$ cat src/rtl/seg7_pkg.sv
// Shared 7-segment definitions: normalized (1 = lit) glyph patterns and segment bit positions.
package seg7_pkg;

    localparam int unsigned SEG_W = 7;
    localparam int unsigned HEX_W = 4;

    localparam int unsigned SEG_A = 6;
    localparam int unsigned SEG_B = 5;
    localparam int unsigned SEG_C = 4;
    localparam int unsigned SEG_D = 3;
    localparam int unsigned SEG_E = 2;
    localparam int unsigned SEG_F = 1;
    localparam int unsigned SEG_G = 0;

    localparam logic [SEG_W-1:0] SEG_BLANK = 7'h00;

    localparam logic [SEG_W-1:0] GLYPH_0 = 7'h7E;
    localparam logic [SEG_W-1:0] GLYPH_1 = 7'h30;
    localparam logic [SEG_W-1:0] GLYPH_2 = 7'h6D;
    localparam logic [SEG_W-1:0] GLYPH_3 = 7'h79;
    localparam logic [SEG_W-1:0] GLYPH_4 = 7'h33;
    localparam logic [SEG_W-1:0] GLYPH_5 = 7'h5B;
    localparam logic [SEG_W-1:0] GLYPH_6 = 7'h5F;
    localparam logic [SEG_W-1:0] GLYPH_7 = 7'h70;
    localparam logic [SEG_W-1:0] GLYPH_8 = 7'h7F;
    localparam logic [SEG_W-1:0] GLYPH_9 = 7'h7B;
    localparam logic [SEG_W-1:0] GLYPH_A = 7'h77;
    localparam logic [SEG_W-1:0] GLYPH_B = 7'h1F;
    localparam logic [SEG_W-1:0] GLYPH_C = 7'h0D;
    localparam logic [SEG_W-1:0] GLYPH_D = 7'h3D;
    localparam logic [SEG_W-1:0] GLYPH_E = 7'h4F;
    localparam logic [SEG_W-1:0] GLYPH_F = 7'h47;

endpackage

$ cat src/rtl/seg7_pattern_decode.sv
// Combinational reverse lookup of a normalized segment pattern to its hex value.
module seg7_pattern_decode
    import seg7_pkg::*;
(
    input  logic [SEG_W-1:0] pattern,
    output logic [HEX_W-1:0] hex,
    output logic             hit,
    output logic             blank
);

    always_comb begin
        hex   = '0;
        hit   = 1'b1;
        blank = (pattern == SEG_BLANK);
        case (pattern)
            GLYPH_0: hex = 4'h0;
            GLYPH_1: hex = 4'h1;
            GLYPH_2: hex = 4'h2;
            GLYPH_3: hex = 4'h3;
            GLYPH_4: hex = 4'h4;
            GLYPH_5: hex = 4'h5;
            GLYPH_6: hex = 4'h6;
            GLYPH_7: hex = 4'h7;
            GLYPH_8: hex = 4'h8;
            GLYPH_9: hex = 4'h9;
            GLYPH_A: hex = 4'hA;
            GLYPH_B: hex = 4'hB;
            GLYPH_C: hex = 4'hC;
            GLYPH_D: hex = 4'hD;
            GLYPH_E: hex = 4'hE;
            GLYPH_F: hex = 4'hF;
            default: hit = 1'b0;
        endcase
    end

endmodule

$ cat src/rtl/seg7_scan_decoder.sv
// Monitors a multiplexed 7-segment bus, captures each digit once its drive has settled,
// and assembles the decoded digits into a word with per-digit validity and frame pulses.
module seg7_scan_decoder
    import seg7_pkg::*;
#(
    parameter int unsigned NUM_DIGITS     = 4,
    parameter int unsigned STABLE_CYCLES  = 8,
    parameter bit          SEG_ACTIVE_LOW = 1'b1,
    parameter bit          AN_ACTIVE_LOW  = 1'b1
) (
    input  logic                        clk,
    input  logic                        rst,
    input  logic [SEG_W-1:0]            seg_in,
    input  logic [NUM_DIGITS-1:0]       an_in,
    output logic [HEX_W*NUM_DIGITS-1:0] hex_out,
    output logic [NUM_DIGITS-1:0]       digit_valid,
    output logic                        frame_strobe,
    output logic                        frame_valid,
    output logic                        decode_err
);

    localparam int unsigned     CNT_W   = $clog2(STABLE_CYCLES);
    localparam logic [CNT_W-1:0] CNT_MAX = CNT_W'(STABLE_CYCLES - 1);

    logic [SEG_W-1:0]      seg_norm_c;
    logic [NUM_DIGITS-1:0] an_norm_c;
    logic [SEG_W-1:0]      r_seg, h_seg;
    logic [NUM_DIGITS-1:0] r_an, h_an;
    logic [CNT_W-1:0]      cnt;
    logic                  captured;
    logic [NUM_DIGITS-1:0] seen;

    logic                        stable_c, onehot_c, capture_c;
    logic [HEX_W-1:0]            dec_hex_c;
    logic                        dec_hit_c, dec_blank_c;
    logic [HEX_W*NUM_DIGITS-1:0] hex_nxt;
    logic [NUM_DIGITS-1:0]       valid_nxt, seen_nxt, seen_upd;
    logic                        strobe_nxt, fvalid_nxt, err_nxt;

    assign seg_norm_c = SEG_ACTIVE_LOW ? ~seg_in : seg_in;
    assign an_norm_c  = AN_ACTIVE_LOW  ? ~an_in  : an_in;

    seg7_pattern_decode u_decode (
        .pattern (h_seg),
        .hex     (dec_hex_c),
        .hit     (dec_hit_c),
        .blank   (dec_blank_c)
    );

    // Capture decision and the resulting output/frame updates
    always_comb begin
        hex_nxt    = hex_out;
        valid_nxt  = digit_valid;
        seen_nxt   = seen;
        strobe_nxt = 1'b0;
        fvalid_nxt = frame_valid;
        err_nxt    = 1'b0;
        seen_upd   = seen | h_an;

        stable_c  = (r_seg == h_seg) && (r_an == h_an);
        onehot_c  = (h_an != '0) && ((h_an & (h_an - NUM_DIGITS'(1))) == '0);
        capture_c = stable_c && (cnt == CNT_MAX) && !captured && onehot_c;

        if (capture_c) begin
            if (dec_hit_c) begin
                for (int unsigned i = 0; i < NUM_DIGITS; i++) begin
                    if (h_an[i]) begin
                        hex_nxt[HEX_W*i +: HEX_W] = dec_hex_c;
                    end
                end
                valid_nxt = digit_valid | h_an;
            end else begin
                valid_nxt = digit_valid & ~h_an;
                err_nxt   = !dec_blank_c;
            end
            // Frame closes on the capture that fills in the last unseen digit
            if (seen_upd == '1) begin
                strobe_nxt = 1'b1;
                fvalid_nxt = &valid_nxt;
                seen_nxt   = '0;
            end else begin
                seen_nxt = seen_upd;
            end
        end
    end

    // Input sampling, candidate hold and stability counter
    always_ff @(posedge clk or posedge rst) begin
        if (rst) begin
            r_seg    <= '0;
            r_an     <= '0;
            h_seg    <= '0;
            h_an     <= '0;
            cnt      <= '0;
            captured <= 1'b0;
        end else begin
            r_seg <= seg_norm_c;
            r_an  <= an_norm_c;
            if (!stable_c) begin
                h_seg    <= r_seg;
                h_an     <= r_an;
                cnt      <= '0;
                captured <= 1'b0;
            end else if (cnt != CNT_MAX) begin
                cnt <= cnt + CNT_W'(1);
            end else if (capture_c) begin
                captured <= 1'b1;
            end
        end
    end

    always_ff @(posedge clk or posedge rst) begin
        if (rst) begin
            hex_out      <= '0;
            digit_valid  <= '0;
            seen         <= '0;
            frame_strobe <= 1'b0;
            frame_valid  <= 1'b0;
            decode_err   <= 1'b0;
        end else begin
            hex_out      <= hex_nxt;
            digit_valid  <= valid_nxt;
            seen         <= seen_nxt;
            frame_strobe <= strobe_nxt;
            frame_valid  <= fvalid_nxt;
            decode_err   <= err_nxt;
        end
    end

endmodule

$ cat config.mk
export PLATFORM = sky130hd
export DESIGN_NAME = seg7_scan_decoder
export DESIGN_NICKNAME = d
export VERILOG_FILES = /design/src/rtl/seg7_pkg.sv /design/src/rtl/seg7_pattern_decode.sv /design/src/rtl/seg7_scan_decoder.sv
export SDC_FILE = /design/constraint.sdc
export NUM_CORES = 1
export LEC_CHECK = 0
export CORE_UTILIZATION = 49
export DETAILED_ROUTE_END_ITERATION = 10
export PLACE_DENSITY = 0.81
export SLEW_MARGIN = 0
export SYNTH_ARGS = -nofsm -noshare
export SYNTH_HDL_FRONTEND = slang
export SYNTH_SLANG_ARGS = --single-unit
$ cat constraint.sdc
create_clock -name clk -period 1.8 [get_ports clk]
set_input_delay 0.54 -clock clk [delete_from_list [all_inputs] [get_ports clk]]
set_output_delay 0.54 -clock clk [all_outputs]
set_load 0.1 [all_outputs]
==> After elaboration in Yosys (flattened, before gate mapping) <==
Index checks and enable logic that the tools add are counted.
Widths: inputs -> output; s select.
{ "totals": {"register_bits": 53, "in_bits": 13} }
{ "classes": {"addsub": 2, "n_eq_ne": 24, "n_mux": 14, "n_bitwise": 7, "reduce_logical": 18} }
{ "op_table": {"columns": ["op", "count"], "rows": [
  ["$eq 7x7->1 const B", 11],
  ["$pmux 4 s15", 1],
  ["$eq 7x6->1 const B", 3],
  ["$reduce_or 16->1", 1],
  ["$mux 4", 3],
  ["$reduce_and 3->1", 4],
  ["$and 4x4->4", 2],
  ["$mux 1", 8],
  ["$not 4->4", 2],
  ["$or 4x4->4", 2],
  ["$eq 7x4->1 const B", 1],
  ["$eq 7x5->1 const B", 1],
  ["$eq 7x7->1", 1],
  ["$logic_not 7->1", 1],
  ["$not 7->7", 1],
  ["$mux 3", 2],
  ["$logic_and 1x1->1", 5],
  ["$eq 4x4->1", 1],
  ["$eq 4x4->1 const B", 1],
  ["$logic_not 4->1", 1],
  ["$ne 2x1->1 const B", 2],
  ["$reduce_and 2->1", 2],
  ["$reduce_and 4->1", 1],
  ["$reduce_bool 4->1", 1],
  ["other kinds (6)", 7]
]} }

==> Longest topological paths before layout <==
Gate-level depths: netlist of run 1.
{ "depth": {"word_depth": 8, "depth_mapped": 8, "depth_no_buf": 7} }

==> Cells and area by module <==
Synthesis of run 1 repeated with hierarchy kept, for this count alone.
{ "unflattened": {"cells_unflattened": 219, "area_unflattened_um2": 2549.9} }
{ "modules_own_cells": {"columns": ["mod", "n_inst", "cells_per_inst", "area_each_um2"], "rows": [
  ["seg7_scan_decoder", 1, 167, 2150.8],
  ["seg7_pattern_decode", 1, 52, 399.1]
]} }

==> Worst setup path before layout of run 1 <==
OpenSTA, ideal clock, no wires.
{ "synth_timing": {"path_kind": "flip-flop to flip-flop", "startpoint": "register h_an[1]", "endpoint": "register frame_valid", "setup_ps": 128, "arrival_ps": 1848, "slack_ps": -176, "stages_incl_launch_ff": 9, "n_path_buf": 3, "period_less_slack_ps": 1976, "path_cell_list": "dfrtp_1 buf_2 nor4b_1 a211o_1 and3b_1 clkbuf_2 and3_1 buf_2 mux2_1"} }
{ "synth_via": {"elab_chain_len": 6} }
{ "synth_lines": {"columns": ["item", "line", "text"], "rows": [
  ["from (decl)", "seg7_scan_decoder.sv:28", "logic [NUM_DIGITS-1:0] r_an, h_an;"],
  ["from (signal assigned)", "seg7_scan_decoder.sv:101", "h_an <= r_an;"],
  ["$sub 4x1->4 / $eq 4x4->1 (equally long branches)", "seg7_scan_decoder.sv:61, seg7_scan_decoder.sv:60", null],
  ["$and 4x4->4 / $logic_and 1x1->1 (equally long branches)", "seg7_scan_decoder.sv:61, seg7_scan_decoder.sv:60", null],
  ["$logic_not 4->1 / $logic_and 1x1->1 (equally long branches)", "seg7_scan_decoder.sv:61, seg7_scan_decoder.sv:62", null],
  ["$logic_and 1x1->1, on equally long branches", "seg7_scan_decoder.sv:61, seg7_scan_decoder.sv:62", null],
  ["$logic_and 1x1->1", "seg7_scan_decoder.sv:62", "capture_c = stable_c && (cnt == CNT_MAX) && !captured && onehot_c;"],
  ["$reduce_and 2->1 (no line)", null, null],
  ["to (signal assigned)", "seg7_scan_decoder.sv:125", "frame_valid <= fvalid_nxt;"],
  ["to (decl)", "seg7_scan_decoder.sv:18", "output logic frame_valid,"]
]} }
Several ways; a longest one is shown, not always the timed one. The select of a mux whose other input is x is not followed.
A chain may end at the register's enable or synchronous reset.

==> Worst setup path after layout of run 1 <==
{ "layout_timing": {"startpoint": "register h_seg[1]", "endpoint": "register hex_out[1]"} }
{ "layout_via": {"elab_chain_len": 6} }
{ "layout_lines": {"columns": ["item", "line", "text"], "rows": [
  ["from (decl)", "seg7_scan_decoder.sv:27", "logic [SEG_W-1:0] r_seg, h_seg;"],
  ["from (signal assigned)", "seg7_scan_decoder.sv:100", "h_seg <= r_seg;"],
  ["parallel branches: the longest is 6 deep, another holds $reduce_or 16->1", null, null],
  ["to (signal assigned)", "seg7_scan_decoder.sv:121", "hex_out <= hex_nxt;"],
  ["to (decl)", "seg7_scan_decoder.sv:15", "output logic [HEX_W*NUM_DIGITS-1:0] hex_out,"]
]} }
Several ways; the timed one is not identified.

==> results.py, run 1 <==
metrics = {
    "grt": {
        "top_usage_layer": "met2",
        "grt_max_degree": 54,
        "track_usage_pct": 23.7,
        "met1_usage_pct": 29.7,
        "antenna_found_initial": 0,
        "grt_use_met3_pct": 4.76,
        "grt_pass1_vias": 2123,
        "use_met2_pct": 40.8,
        "grt.overflow.total": 0,
        "grt_pass1_wl_um": 9990,
    },
    "logic_synthesis": {
        "synth_top_area_share_pct": 50.3,
        "ys_async_sr_fraction_pct": 100,
        "ys_types": 49,
        "syn-cell-area_mm2": 0.00264,
        "synth_common_cells": "dfrtp_1 (53), inv_1 (31), o21ai_0 (17)",
        "synth_top_area_cell": "dfrtp_1",
        "synth_seq_cells": 53,
        "avgSynthCellArea_um2": 10.1,
        "syn-instance-count": 260,
        "yosysSeqAreaShare_pct": 50.3,
        "yosysWarnings": 0,
        "synth_nets": 275,
        "synthTopCellsByArea": "dfrtp_1 (50%), inv_1 (4.4%), xor2_1 (4.3%)",
        "synth_most_common_cell": "dfrtp_1",
        "synth_edf_count": 0,
        "synth_ff_type": "dfrtp_1",
    },
    "floorplanning": {
        "num_rows": 26,
        "ioPinCount": 36,
        "start_util_pct": 51.3,
        "die_width_um": 75.4,
        "die_area_mm2": 0.00568,
        "chipHeight_um": 75.4,
        "coreArea_mm2": 0.00514,
    },
    "clock_tree": {
        "cts_hold_buf": 0,
        "clock_latency_ns": 0.31,
        "cts-root-buf": "clkbuf_8",
        "cts.path.max_buffers": 2,
        "numCtsBuffers": 5,
        "cts_tree": "yes",
        "cts_max_level": 2,
        "clkSinkCount": 53,
        "clk_pin_slew_ns": 0.10,
    },
    "placed_design": {
        "place_inst": 378,
        "pre_cts_ws_ns": -0.210,
        "hpwl_um": 4410,
        "portBuffers": 35,
        "gp_congestion": 0.967,
    },
    "setup_path": {
        "crit_type": "reg -> reg",
        "reg2reg_slack_ns": -0.18,
        "crit_fanout": 6,
        "cp.required_ns": 2.00,
        "start_kind": "register",
        "arrival_ns": 2.17,
        "crit_path_end_kind": "register",
    },
    "layout": {
        "nets": 346,
        "fill_cells": 309,
        "syn2layout_area_growth_pct": 52.0,
        "drive_gt1_share_pct": 41.1,
        "stdcell_count": 401,
        "antenna_cells": 0,
        "finalCoreUtilization_pct": 78.0,
    },
    "flow_run": {
        "drv_cap": 0,
    },
    "detailed_routing": {
        "remaining_drc_errors": 0,
        "wl_um": 7190,
        "route.vias.total": 2270,
        "dr.pass1.iters": 4,
        "antenna_left": 0,
        "drt-initial-drc-count": 189,
        "wl_per_cell_um": 17.9,
        "vias_per_cell": 5.66,
    },
    "timing": {
        "drv_slew": 0,
        "max_freq_ghz": 0.506,
        "rsz0062_at_grt": "yes",
        "fin_crit_ns": 1.98,
        "slew_headroom_pct": 65.5,
        "worst_slew_pin_slew_ns": 0.515,
        "fin_crit_sh_pct": 110,
        "setup_tns_ns": -2.04,
        "timing_hold_violations_final": 0,
        "setup_viol": 26,
        "skew_ns": 0.0117,
        "setup_ws_ns": -0.176,
    },
    "status": {
        "violations": "negative setup slack",
        "status": "complete, but fails checks",
    },
    "power": {
        "power.density_mw_per_mm2": 582,
        "power_mw": 2.33,
        "vdd_ir_drop_max_uv": 512,
        "leakage_nw": 1.75,
    },
    "hold_path": {
        "hold_class": "reg -> reg",
    },
}
## stage by stage
| stage | instance area [um^2] | hold slack (ns) |
|---|---|---|
| 4_1_cts | 3740 | 0.404 |
| 2_1_floorplan | 2690 | 0.448 |
| 5_1_grt | 4010 | 0.415 |
| 3_3_place_gp | 3510 | 0.378 |
| 3_5_place_dp | 3510 | 0.386 |
| 6_report | 4010 | 0.394 |
## report_power, final
part	switching [mW]	internal [mW]	leakage, nW
Sequential	0.0339	1.22	0.684
Clock	0.384	0.405	0.0540
Combinational	0.159	0.136	1.01
Total	0.577	1.76	1.75
## cell families (layout without fill, tap and decap cells)
logic type | count (synthesis) | count (layout) | synth area share (%)
muxes | 11 | 11 | 4.22
DFF | 53 | 53 | 50.3
adders and majority gates | 2 | 2 | 0.949
buffers and inverters | 58 | 129 | 9.35
and+or+nand+nor | 68 | 68 | 16.3
AOI/OAI and AO/OA | 53 | 53 | 13.9
xor gates and xnor gates | 15 | 15 | 4.98
## routing by layer
metal / vias up / part of all wire [%]
met5: - / 0
met4: 0 / 3.8
met3: 22 / 5.3
met2: 97 / 52
met1: 1120 / 39
li1: 1031 / -
## worst paths after layout
check,from,end,depth (start not counted)
min in group asynchronous,rst,h_seg[2]$_DFFE_PP0N_,3
setup reg to reg,h_seg[1]$_DFFE_PP0N_,hex_out[1]$_DFFE_PP0P_,8
max in group asynchronous,rst,h_an[2]$_DFFE_PP0N_,3
setup / recovery,h_seg[1]$_DFFE_PP0N_,hex_out[1]$_DFFE_PP0P_,8
hold / removal,r_seg[4]$_DFF_PP0_,h_seg[4]$_DFFE_PP0N_,0
hold reg to reg,r_seg[4]$_DFF_PP0_,h_seg[4]$_DFFE_PP0N_,0
## final cells by class
class | instances | area (um^2) | share of cell area, %
Sequential cell | 53 | 1330 | 33.3
Multi-Input combinational cell | 149 | 1300 | 32.5
Timing Repair Buffer | 91 | 1060 | 26.4
Inverter | 31 | 120 | 3.00
Tap cell | 70 | 87.6 | 2.19
Clock buffer | 5 | 68.8 | 1.72
Clock inverter | 2 | 35.0 | 0.874
## layout by cell type (no fill, tap or decap), types with 4 or more instances in the layout
master / instances
dfrtp_1: 47
buf_4: 43
inv_1: 29
buf_12: 24
o21ai_1: 15
clkdlybuf4s50_1: 12
buf_6: 12
xor2_1: 11
mux2i_1: 10
nand3_1: 7
nand3b_1: 6
nand2_1: 6
dfrtp_2: 6
nand4_1: 5
a21oi_2: 5
and2_1: 5
clkbuf_8: 5
nor2_1: 4
nor4_2: 4
o22ai_1: 4
a21oi_1: 4
a211oi_2: 4
## registers in the layout (all words and copies together), names as in the netlist
| name | flops |
|---|---|
| captured | 1 |
| cnt | 3 |
| decode_err | 1 |
| digit_valid | 4 |
| frame_strobe | 1 |
| frame_valid | 1 |
| h_an | 4 |
| h_seg | 7 |
| hex_out | 16 |
| r_an | 4 |
| r_seg | 7 |
| seen | 4 |
## critical path, stage by stage (launching register included)
cell and delay, ns:
dfrtp_2 0.47, buf_6 0.15, or3b_2 0.45, o22ai_2 0.20, a311oi_2 0.09, buf_4 0.19
buf_4 0.14, o21ai_1 0.11, o21ai_1 0.07
## timing repair
item                       in CTS  in global routing
pin swaps                      10                 15
setup buffers                   5                 11
gates resized for setup        30                 42
setup endpoints to repair      23                 26
(Power assumes the default switching activity.)
==> inputs of run 2 (changes only) <==
CELL_PAD_IN_SITES_DETAIL_PLACEMENT = 0   (was default)
CELL_PAD_IN_SITES_GLOBAL_PLACEMENT = 1   (was default)
CORE_UTILIZATION = 38   (was 49)
PLACE_DENSITY = default   (was 0.81)
PLACE_DENSITY_LB_ADDON = 0.2   (was default)
==> run 2 against run 1 <==
Effect of this change: the flow still finishes with violations (negative setup slack); combinational power increased by 2%; register-to-register slack improved by 0.097 ns; clock power increased by 2%; sequential share of layout area decreased by 0.49 points; final cell count increased by 1.7%; global-route usage decreased by 5.3 points; critical endpoint is now hex_out[7]$_DFFE_PP0P_.
==> results.py, run 2 (synthesis gave the netlist of run 1 again) <==
metrics = {
    "status": {
        "status": "complete, but fails checks",
        "violations": "negative setup slack",
    },
    "setup_path": {
        "crit_fanout": 7,
        "crit_type": "reg -> reg",
        "crit_path_end_kind": "register",
        "arrival_ns": 2.08,
        "reg2reg_slack_ns": -0.08,
        "start_kind": "register",
        "cp.required_ns": 2.00,
    },
    "timing": {
        "whs_ns": 0.399,
        "rsz0062_at_grt": "yes",
        "setup_ws_ns": -0.0786,
        "setup_viol": 16,
        "drv_slew": 0,
        "max_freq_ghz": 0.532,
        "timing_hold_violations_final": 0,
        "fin_crit_ns": 1.88,
        "skew_ns": 0.00844,
        "slew_headroom_pct": 69.6,
        "fin_crit_sh_pct": 104,
        "worst_slew_pin_slew_ns": 0.454,
    },
    "power": {
        "power_frac_clock_pct": 34.2,
        "switching_share_pct": 24.6,
        "p_int_mw": 1.77,
        "power.density_mw_per_mm2": 578,
        "leakage_nw": 1.76,
        "comb_power_share_pct": 12.8,
        "switchingPower_mw": 0.580,
        "seq_power_share_pct": 52.9,
        "vdd_ir_drop_max_uv": 350,
    },
    "clock_tree": {
        "cts_tree": "yes",
        "cts_max_level": 2,
        "clock_latency_ns": 0.31,
        "clkSinkCount": 53,
        "cts.path.max_buffers": 2,
        "numCtsBuffers": 5,
        "cts_hold_buf": 0,
        "clk_pin_slew_ns": 0.10,
        "cts-root-buf": "clkbuf_8",
    },
    "detailed_routing": {
        "vias_per_cell": 5.15,
        "route.vias.total": 2101,
        "dr.pass1.iters": 4,
        "wl_per_cell_um": 15.2,
        "wl_um": 6210,
        "drt-initial-drc-count": 93,
        "remaining_drc_errors": 0,
        "antenna_left": 0,
    },
    "hold_path": {
        "hold_class": "reg -> reg",
    },
    "floorplanning": {
        "die_area_mm2": 0.00727,
        "coreArea_mm2": 0.00653,
        "num_rows": 29,
        "die_width_um": 85.3,
        "start_util_pct": 40.4,
        "chipHeight_um": 85.3,
        "ioPinCount": 36,
    },
    "layout": {
        "final_cell_mix": "dfrtp_1 (46), buf_4 (41), inv_1 (30), buf_12 (24), buf_6 (13)",
        "final_common_cell": "dfrtp_1",
        "antenna_cells": 0,
        "nets": 346,
        "largest_reg_flops": 16,
        "finalCoreUtilization_pct": 62.3,
        "syn2layout_area_growth_pct": 54.4,
        "fill_cells": 525,
        "top_regs": "hex_out: 16 flops, h_seg: 7 flops, r_seg: 7 flops",
        "drive_gt1_share_pct": 42.9,
        "stdcell_count": 408,
        "regMostFlops": "hex_out",
    },
    "placed_design": {
        "place_inst": 388,
        "hpwl_um": 4500,
        "portBuffers": 35,
        "gp_congestion": 0.807,
    },
    "grt": {
        "track_usage_pct": 18.4,
        "antenna_found_initial": 0,
        "grt.overflow.total": 0,
        "grt_pass1_vias": 2044,
        "grt_max_degree": 54,
        "grt_pass1_wl_um": 10200,
    },
    "flow_run": {
        "drv_cap": 0,
    },
}
-- run 2: cell types whose count changed in the layout (fill, tap and decap cells not counted), moves of 2 or more --
cell,delta
a21oi_2,-2
buf_4,-2
nand2_1,+2
nand2_2,-2
nor2_4,+2
o21ai_0,-2
o21ai_1,-4
o21ai_2,+6
-- run 2: area by class of cell --
cell class                      instances  area [um^2]  area share [%]
Clock buffer                            5         68.8            1.69
Timing Repair Buffer                   90         1050            25.9
Multi-Input combinational cell        150         1360            33.3
Clock inverter                          2         38.8           0.953
Sequential cell                        53         1340            32.8
Inverter                               31          120            2.95
Tap cell                               77         96.3            2.37
-- run 2: path summary, 6_finish.rpt --
kind / startpoint / end / depth (start not counted)
max in group asynchronous: rst / h_seg[2]$_DFFE_PP0N_ / 3
max reg2reg: h_seg[6]$_DFFE_PP0N_ / hex_out[7]$_DFFE_PP0P_ / 6
min reg2reg: r_an[1]$_DFF_PP0_ / h_an[1]$_DFFE_PP0N_ / 0
min in group asynchronous: rst / seen[3]$_DFFE_PP0N_ / 3
max: h_seg[6]$_DFFE_PP0N_ / hex_out[7]$_DFFE_PP0P_ / 6
min: r_an[1]$_DFF_PP0_ / h_an[1]$_DFFE_PP0N_ / 0
-- run 2: metrics by stage --
step           instance area (um^2)  power, mW  setup slack [ns]  setup TNS (ns)
4_1_cts                        3840       2.34            -0.137           -1.09
3_3_place_gp                   3550       1.50            -0.226           -3.57
5_1_grt                        4070       2.45            -0.187           -2.83
6_report                       4070       2.35           -0.0786          -0.642
2_1_floorplan                  2690       1.41            -0.146          -0.669
3_5_place_dp                   3550       1.51            -0.217           -3.42
-- run 2: power groups by stage --
stage	sequential, mW	clock (mW)	combinational (mW)
floorplan	1.25	0	0.157
global placement	1.27	0	0.238
detailed placement	1.27	0	0.239
CTS	1.24	0.837	0.260
global route	1.25	0.872	0.329
finish	1.25	0.806	0.302
-- run 2: layer usage --
metal	vias up	wire [um]	GRT usage, %
li1	1035	-	-
met2	39	3030	30.3
met5	-	0	0
met3	8	160	2.92
met1	1019	2900	24.6
met4	0	125	6.82
-- run 2: repair_timing --
action                     CTS  global route
pin swaps                   10            10
gates resized for setup     48            37
cloned                       1             0
setup endpoints to repair   23            26
buffers inserted             5             7
-- run 2: worst max-delay path, cell delays in order, from the launching register on --
cell	delay [ns]
dfrtp_2	0.49
xor2_2	0.23
nor4_2	0.29
nand4_1	0.29
buf_6	0.24
mux2i_1	0.14
o21ai_1	0.08
